$ cat src/rtl/hazard_pkg.sv
// Shared types and constants for the ID-stage hazard scheduler.
// Holds the scoreboard entry layout, forward-select codes and mult/div defaults.
package hazard_pkg;

    typedef struct packed {
        logic [4:0] addr;
        logic [1:0] tnew;
    } stage_t;

    typedef enum logic [1:0] {
        FWD_GRF = 2'd0,
        FWD_E   = 2'd1,
        FWD_M   = 2'd2,
        FWD_W   = 2'd3
    } fwd_sel_e;

    localparam int unsigned MULT_CYC_DEF = 5;
    localparam int unsigned DIV_CYC_DEF  = 10;

    // One pipeline step older: result is one cycle closer, never below zero.
    function automatic stage_t stage_age(input stage_t s);
        stage_t r;
        r = s;
        if (s.tnew != 2'd0) begin
            r.tnew = s.tnew - 2'd1;
        end
        return r;
    endfunction

    function automatic int unsigned cnt_width(input int unsigned a, input int unsigned b);
        int unsigned m;
        m = (a > b) ? a : b;
        return (m < 1) ? 1 : $clog2(m + 1);
    endfunction

endpackage

$ cat src/rtl/hazard_scheduler_if.sv
// ID-stage side of the hazard scheduler: operand/destination info in, stall and selects out.
// The master is the ID stage, the slave is the scheduler.
interface hazard_scheduler_if;
    import hazard_pkg::*;

    logic       id_valid;
    logic [4:0] id_rs_addr;
    logic [4:0] id_rt_addr;
    logic       id_rs_used;
    logic       id_rt_used;
    logic [1:0] id_rs_tuse;
    logic [1:0] id_rt_tuse;
    logic [4:0] id_wr_addr;
    logic [1:0] id_tnew;
    logic       id_md_start;
    logic       id_md_div;
    logic       id_md_use;

    logic       stall;
    fwd_sel_e   fwd_rs_sel;
    fwd_sel_e   fwd_rt_sel;
    logic       md_start;
    logic       md_busy;

    modport master (
        output id_valid, id_rs_addr, id_rt_addr, id_rs_used, id_rt_used,
               id_rs_tuse, id_rt_tuse, id_wr_addr, id_tnew,
               id_md_start, id_md_div, id_md_use,
        input  stall, fwd_rs_sel, fwd_rt_sel, md_start, md_busy
    );

    modport slave (
        input  id_valid, id_rs_addr, id_rt_addr, id_rs_used, id_rt_used,
               id_rs_tuse, id_rt_tuse, id_wr_addr, id_tnew,
               id_md_start, id_md_div, id_md_use,
        output stall, fwd_rs_sel, fwd_rt_sel, md_start, md_busy
    );

endinterface

$ cat src/rtl/hazard_match.sv
// Per-operand hazard check against the E/M/W scoreboard.
// Nearest matching stage wins; stall when its result is later than the operand's use.
module hazard_match
    import hazard_pkg::*;
(
    input  logic [4:0] addr_i,
    input  logic       used_i,
    input  logic [1:0] tuse_i,
    input  stage_t     e_i,
    input  stage_t     m_i,
    input  stage_t     w_i,
    output logic       stall_o,
    output fwd_sel_e   fwd_sel_o
);

    logic       hit;
    logic [1:0] hit_tnew;
    fwd_sel_e   hit_sel;

    always_comb begin
        hit      = 1'b0;
        hit_tnew = 2'd0;
        hit_sel  = FWD_GRF;
        if (used_i && (addr_i != 5'd0)) begin
            if (e_i.addr == addr_i) begin
                hit      = 1'b1;
                hit_tnew = e_i.tnew;
                hit_sel  = FWD_E;
            end else if (m_i.addr == addr_i) begin
                hit      = 1'b1;
                hit_tnew = m_i.tnew;
                hit_sel  = FWD_M;
            end else if (w_i.addr == addr_i) begin
                hit      = 1'b1;
                hit_tnew = w_i.tnew;
                hit_sel  = FWD_W;
            end
        end
    end

    assign stall_o = hit && (hit_tnew > tuse_i);

    // A match whose value is not ready yet forwards nothing here; a later stage picks it up.
    assign fwd_sel_o = (hit && (hit_tnew == 2'd0)) ? hit_sel : FWD_GRF;

endmodule

$ cat src/rtl/hazard_scheduler.sv
// Tnew/Tuse hazard scheduler beside ID: scoreboard, stall, forward selects, mult/div interlock.
// Define HAZARD_MD_EN to build the mult/div busy counter; otherwise md_* outputs tie to 0.
module hazard_scheduler
    import hazard_pkg::*;
#(
    parameter int unsigned MULT_CYC = MULT_CYC_DEF,
    parameter int unsigned DIV_CYC  = DIV_CYC_DEF
) (
    input  logic              clk,
    input  logic              rst_n,
    hazard_scheduler_if.slave hz
);

    stage_t   sb_e_q, sb_e_d;
    stage_t   sb_m_q, sb_m_d;
    stage_t   sb_w_q, sb_w_d;
    logic     rs_stall, rt_stall, md_stall, stall;
    fwd_sel_e rs_sel, rt_sel;

    hazard_match u_match_rs (
        .addr_i    (hz.id_rs_addr),
        .used_i    (hz.id_rs_used),
        .tuse_i    (hz.id_rs_tuse),
        .e_i       (sb_e_q),
        .m_i       (sb_m_q),
        .w_i       (sb_w_q),
        .stall_o   (rs_stall),
        .fwd_sel_o (rs_sel)
    );

    hazard_match u_match_rt (
        .addr_i    (hz.id_rt_addr),
        .used_i    (hz.id_rt_used),
        .tuse_i    (hz.id_rt_tuse),
        .e_i       (sb_e_q),
        .m_i       (sb_m_q),
        .w_i       (sb_w_q),
        .stall_o   (rt_stall),
        .fwd_sel_o (rt_sel)
    );

    assign stall = hz.id_valid & (rs_stall | rt_stall | md_stall);

    // A stalled or empty ID slot enters E as a bubble; older entries advance regardless.
    always_comb begin
        sb_e_d = '0;
        if (hz.id_valid && !stall) begin
            sb_e_d.addr = hz.id_wr_addr;
            sb_e_d.tnew = hz.id_tnew;
        end
        sb_m_d = stage_age(sb_e_q);
        sb_w_d = stage_age(sb_m_q);
    end

    always_ff @(posedge clk or negedge rst_n) begin
        if (!rst_n) begin
            sb_e_q <= '0;
            sb_m_q <= '0;
            sb_w_q <= '0;
        end else begin
            sb_e_q <= sb_e_d;
            sb_m_q <= sb_m_d;
            sb_w_q <= sb_w_d;
        end
    end

    assign hz.stall      = stall;
    assign hz.fwd_rs_sel = rs_sel;
    assign hz.fwd_rt_sel = rt_sel;

`ifdef HAZARD_MD_EN
    localparam int unsigned CNT_W = cnt_width(MULT_CYC, DIV_CYC);

    logic [CNT_W-1:0] md_cnt_q, md_cnt_d;
    logic             md_busy, md_start;

    assign md_busy  = (md_cnt_q != '0);
    assign md_stall = md_busy & (hz.id_md_start | hz.id_md_use);
    assign md_start = hz.id_valid & hz.id_md_start & ~stall;

    always_comb begin
        md_cnt_d = md_cnt_q;
        if (md_start) begin
            md_cnt_d = hz.id_md_div ? CNT_W'(DIV_CYC) : CNT_W'(MULT_CYC);
        end else if (md_busy) begin
            md_cnt_d = md_cnt_q - CNT_W'(1);
        end
    end

    always_ff @(posedge clk or negedge rst_n) begin
        if (!rst_n) begin
            md_cnt_q <= '0;
        end else begin
            md_cnt_q <= md_cnt_d;
        end
    end

    assign hz.md_busy  = md_busy;
    assign hz.md_start = md_start;
`else
    logic unused_md;

    assign md_stall    = 1'b0;
    assign hz.md_busy  = 1'b0;
    assign hz.md_start = 1'b0;
    assign unused_md   = ^{hz.id_md_start, hz.id_md_div, hz.id_md_use,
                           MULT_CYC[0], DIV_CYC[0]};
`endif

endmodule

$ cat src/flat_wrapper.sv
// flat-port wrapper written by rule: the top's interface ports become plain ports
module hazard_scheduler_flat import hazard_pkg::*;
#(
    parameter int unsigned MULT_CYC = MULT_CYC_DEF,
    parameter int unsigned DIV_CYC  = DIV_CYC_DEF
)
  (clk, rst_n, hz_id_valid, hz_id_rs_addr, hz_id_rt_addr, hz_id_rs_used, hz_id_rt_used, hz_id_rs_tuse, hz_id_rt_tuse, hz_id_wr_addr, hz_id_tnew, hz_id_md_start, hz_id_md_div, hz_id_md_use, hz_stall, hz_fwd_rs_sel, hz_fwd_rt_sel, hz_md_start, hz_md_busy);
  hazard_scheduler_if hz_i ();
  input  logic clk;
  input  logic rst_n;
  input wire logic [$bits(hz_i.id_valid)-1:0] hz_id_valid;
  input wire logic [$bits(hz_i.id_rs_addr)-1:0] hz_id_rs_addr;
  input wire logic [$bits(hz_i.id_rt_addr)-1:0] hz_id_rt_addr;
  input wire logic [$bits(hz_i.id_rs_used)-1:0] hz_id_rs_used;
  input wire logic [$bits(hz_i.id_rt_used)-1:0] hz_id_rt_used;
  input wire logic [$bits(hz_i.id_rs_tuse)-1:0] hz_id_rs_tuse;
  input wire logic [$bits(hz_i.id_rt_tuse)-1:0] hz_id_rt_tuse;
  input wire logic [$bits(hz_i.id_wr_addr)-1:0] hz_id_wr_addr;
  input wire logic [$bits(hz_i.id_tnew)-1:0] hz_id_tnew;
  input wire logic [$bits(hz_i.id_md_start)-1:0] hz_id_md_start;
  input wire logic [$bits(hz_i.id_md_div)-1:0] hz_id_md_div;
  input wire logic [$bits(hz_i.id_md_use)-1:0] hz_id_md_use;
  output wire logic [$bits(hz_i.stall)-1:0] hz_stall;
  output wire logic [$bits(hz_i.fwd_rs_sel)-1:0] hz_fwd_rs_sel;
  output wire logic [$bits(hz_i.fwd_rt_sel)-1:0] hz_fwd_rt_sel;
  output wire logic [$bits(hz_i.md_start)-1:0] hz_md_start;
  output wire logic [$bits(hz_i.md_busy)-1:0] hz_md_busy;
  assign hz_i.id_valid = hz_id_valid;
  assign hz_i.id_rs_addr = hz_id_rs_addr;
  assign hz_i.id_rt_addr = hz_id_rt_addr;
  assign hz_i.id_rs_used = hz_id_rs_used;
  assign hz_i.id_rt_used = hz_id_rt_used;
  assign hz_i.id_rs_tuse = hz_id_rs_tuse;
  assign hz_i.id_rt_tuse = hz_id_rt_tuse;
  assign hz_i.id_wr_addr = hz_id_wr_addr;
  assign hz_i.id_tnew = hz_id_tnew;
  assign hz_i.id_md_start = hz_id_md_start;
  assign hz_i.id_md_div = hz_id_md_div;
  assign hz_i.id_md_use = hz_id_md_use;
  assign hz_stall = hz_i.stall;
  assign hz_fwd_rs_sel = hz_i.fwd_rs_sel;
  assign hz_fwd_rt_sel = hz_i.fwd_rt_sel;
  assign hz_md_start = hz_i.md_start;
  assign hz_md_busy = hz_i.md_busy;
  hazard_scheduler #(.MULT_CYC(MULT_CYC), .DIV_CYC(DIV_CYC)) u_core (.clk(clk), .rst_n(rst_n), .hz(hz_i));
endmodule
$ cat config.mk
export PLATFORM = sky130hd
export DESIGN_NAME = hazard_scheduler_flat
export DESIGN_NICKNAME = d
export VERILOG_FILES = /design/src/rtl/hazard_pkg.sv /design/src/rtl/hazard_scheduler_if.sv /design/src/rtl/hazard_match.sv /design/src/rtl/hazard_scheduler.sv /design/src/flat_wrapper.sv
export SDC_FILE = /design/constraint.sdc
export NUM_CORES = 1
export LEC_CHECK = 0
export ABC_AREA = 1
export BUFFER_PORTS_ARGS = -buffer_cell sky130_fd_sc_hd__buf_2
export CAP_MARGIN = 5
export CORE_ASPECT_RATIO = 1.25
export CORE_MARGIN = 2
export CORE_UTILIZATION = 50
export DETAILED_ROUTE_END_ITERATION = 7
export HOLD_SLACK_MARGIN = 0.03
export MAX_ROUTING_LAYER = met4
export PLACE_DENSITY = 0.75
export SLEW_MARGIN = 20
export SYNTH_ARGS = -nofsm -noshare
export SYNTH_HDL_FRONTEND = slang
export SYNTH_HIERARCHICAL = 1
export SYNTH_SLANG_ARGS = --single-unit
$ cat constraint.sdc
create_clock -name clk -period 2.75 [get_ports clk]
set_input_delay 0.1375 -clock clk [delete_from_list [all_inputs] [get_ports clk]]
set_output_delay 0.1375 -clock clk [all_outputs]
set_load 0.005 [all_outputs]
==> run metrics <==
antenna violations before repair 0; Final Util 63.7%; vias post-DR 1380; via count of the first global-routing pass about 1200; Mapped Area around 0.0016 sq mm; Avg Cell Area, Syn 6.89 sq um; Critical Path RT 2.61 ns; aggregate global-route resource usage 19.6%; Initial Utilization a little over half; nature of the critical path startpoint flop; status completed; dpl hpwl 2340 um; pre-CTS WS 0.520 ns; post-layout minimum cycle time 2.54 ns; I/O pin total 36; Tcrit/Tclk final between 90% and 100%; final RePlAce weighted congestion between 0.7 and 0.8; Pins Over Slew Limit 0; Overflow after GRT 0; die height 66.4 um; register area share after synthesis 33.7%; fmax 0.393 GHz; routed wire length 2890 um; crit-path cells nand2_1, clkinv_1, nor2_1, nor2_1, nand3_2, nor2_1, nor2_1, nand2_1, nand2_2, inv_1, ha_1, a21oi_1, a211oi_2, nor2_2, nor2_1, buf_2; Slowest-stage cell, CP dfrtp_1; worst setup margin ~0.21 ns; WL per Instance 9.46 um; drc violations 0; CTS max path bufs 2; core area 0.00295 sq mm; max cap viols 0; DRT Pass-1 Iters 5; CP Max Fanout 5; Slowest Stage Delay on Critical Path 0.44 ns; row count 22; H-Tree Depth 1; kind of end point of the critical path primary output; Critical Path AT 2.40 ns; CP dominant cell by count nor2_1; layout cells sized above 1 between 20% and 30%; worst hold path class in -> reg; Peak VDD IR around 0.35 mV; initial DRC count 30; leakage power figure 1.05 nW; final hold violation count 0; largest net degree at the start of global routing 22; combinational share of power 25.8%; Setup violations, final 0; clock sinks 21; Layout Nets 303; CTS tree done; root buffer cell clkbuf_4; Clk Latency, worst-skew pair 0.30 ns; Netlist cell types 21; #FFs+latches synth 21; warnings from Yosys 6; Switch Pwr 200 uW; synthesized instance count 226; DP Area 0.00174 sq mm; die footprint between 0.003 and 0.004 sq mm; PortBufs 30; share of total power in sequential cells 52.4%; area growth from synthesis to layout 20.4%; antenna diode count 0; number of CTS-inserted buffers 3; clock share of power a little over a fifth; Final ANT Viol Nets 0; pwr dens between 300 and 400 mW/mm^2; clk slew on worst S/H paths 0.11 ns; sw frac 30.6%; Die W about 54 um; CP Class reg -> out; Cell Int Power 455 uW; Design Area, Final roughly 0.0019 sq mm; first-pass GRT wire length 4950 um; Fin Clk Skew 0.00808 ns; vias per cell 4.52
==> cells in the mapped netlist <==
| library cell | n | area [sq um] |
|---|---|---|
| a211oi_1 | 2 | 15.0 |
| a21oi_1 | 4 | 20.0 |
| buf_4 | 2 | 15.0 |
| clkinv_1 | 4 | 15.0 |
| conb_1 | 1 | 3.75 |
| dfrtp_1 | 21 | 526 |
| ha_1 | 4 | 50.1 |
| inv_1 | 38 | 143 |
| inv_2 | 10 | 37.5 |
| nand2_1 | 52 | 195 |
| nand2_2 | 5 | 31.3 |
| nand3_1 | 6 | 30.0 |
| nand3_2 | 4 | 40.0 |
| nand3b_1 | 2 | 15.0 |
| nand3b_4 | 2 | 40.0 |
| nand4_1 | 2 | 12.5 |
| nor2_1 | 42 | 158 |
| nor2_2 | 5 | 31.3 |
| nor2_4 | 2 | 22.5 |
| xnor2_1 | 16 | 140 |
| xor2_1 | 2 | 17.5 |
==> critical path, delay by kind of cell, from the launching register on <==
family,cells,cell delay [ns]
AND/OR/NAND/NOR,10,0.91
flip-flops,1,0.44
AO/OA/AOI/OAI,2,0.24
adder cells (fa/ha/maj),1,0.30
buffers and inverters,3,0.21
==> final cells by class <==
cell class	instances	area, sq um
clock inverters	1	5.00
well taps	36	45.0
flip-flops and latches	21	527
multi-input cells	152	838
clock buffers	3	22.5
repair buffers	40	243
inverters	52	195
fillers	274	1070
==> routing by layer <==
metal  track usage, %  vias up  wire length [um]
met5                -        -                 0
met2             32.9       27              1450
met1             24.1      607              1300
li1                 -      741                 -
met4             7.69        0                50
met3             1.36        5                83
==> layout by cell type, fill, tap and decap left out <==
master	count
clkinv_2	1
nor2_4	2
clkinv_1	4
a211oi_2	2
xnor2_1	16
nand3b_4	2
nor2_2	6
nor2_1	41
nand2_1	52
nand3_1	6
dfrtp_1	20
nand4_1	2
nand3b_1	2
dfrtp_2	1
buf_4	3
ha_1	4
inv_1	38
clkbuf_4	3
a21oi_1	4
buf_2	30
xor2_1	2
conb_1	2
dlygate4sd3_1	7
inv_2	10
nand2_2	5
nand3_2	4
==> sequential cells by signal, indices dropped and copies added, names as in the netlist <==
name / flops
u_core/sb_m_q: 7
u_core/sb_w_q: 7
u_core/sb_e_q: 7
==> final timing paths <==
path / from / end / slack [ns] / depth (start not counted)
worst max-delay path: u_core/sb_m_q[2] / hz_stall / 0.21 / 16
worst min-delay path: hz_id_tnew[0] / u_core/sb_e_q[0] / 0.05 / 3
worst max register to register: u_core/sb_m_q[2] / u_core/sb_e_q[0] / 0.50 / 16
worst min register to register: u_core/sb_m_q[3] / u_core/sb_w_q[3] / 0.45 / 0
max in group asynchronous: rst_n / u_core/sb_m_q[3] / 2.13 / 2
min in group asynchronous: rst_n / u_core/sb_w_q[2] / 0.30 / 2
==> power by group through the flow <==
| stage | Combinational, mW | Clock [mW] | Sequential, mW |
|---|---|---|---|
| after detailed placement | 0.157 | 0 | 0.349 |
| after global routing | 0.192 | 0.166 | 0.347 |
| final | 0.169 | 0.143 | 0.343 |
| after floorplan | 0.111 | 0 | 0.344 |
| after global placement | 0.153 | 0 | 0.349 |
| after CTS | 0.165 | 0.151 | 0.343 |
==> what timing repair did <==
action / CTS / global route
hold buffers: 7 / 0
buffers inserted: 0 / 3
resized for setup: 0 / 4
endpoints found under the hold margin: 27 / 0
endpoints found under the setup margin: 0 / 1
==> through the flow <==
| stage | TNS (ns) | power [mW] | instances | hold WS [ns] |
|---|---|---|---|---|
| finish | 0 | 0.655 | 305 | 0.0456 |
| global route | -0.00265 | 0.706 | 305 | 0.0478 |
| CTS | 0 | 0.659 | 302 | 0.0356 |
| detailed placement | 0 | 0.506 | 291 | 0.107 |
| global placement | 0 | 0.502 | 291 | 0.109 |
| floorplan | 0 | 0.455 | 227 | -0.158 |
==> cell families (layout without fill, tap and decap cells) <==
| kind of cell | Yosys count | after routing | share of synthesized area [%] |
|---|---|---|---|
| AND/OR/NAND/NOR | 122 | 122 | 36.9 |
| buffers and inverters | 54 | 96 | 13.5 |
| flip-flops | 21 | 21 | 33.7 |
| XOR/XNOR | 18 | 18 | 10.1 |
| AO/OA/AOI/OAI | 6 | 6 | 2.25 |
| adder cells (fa/ha/maj) | 4 | 4 | 3.21 |
| other | 1 | 2 | 0.241 |
Note: power is estimated with default switching activity, not from simulation.
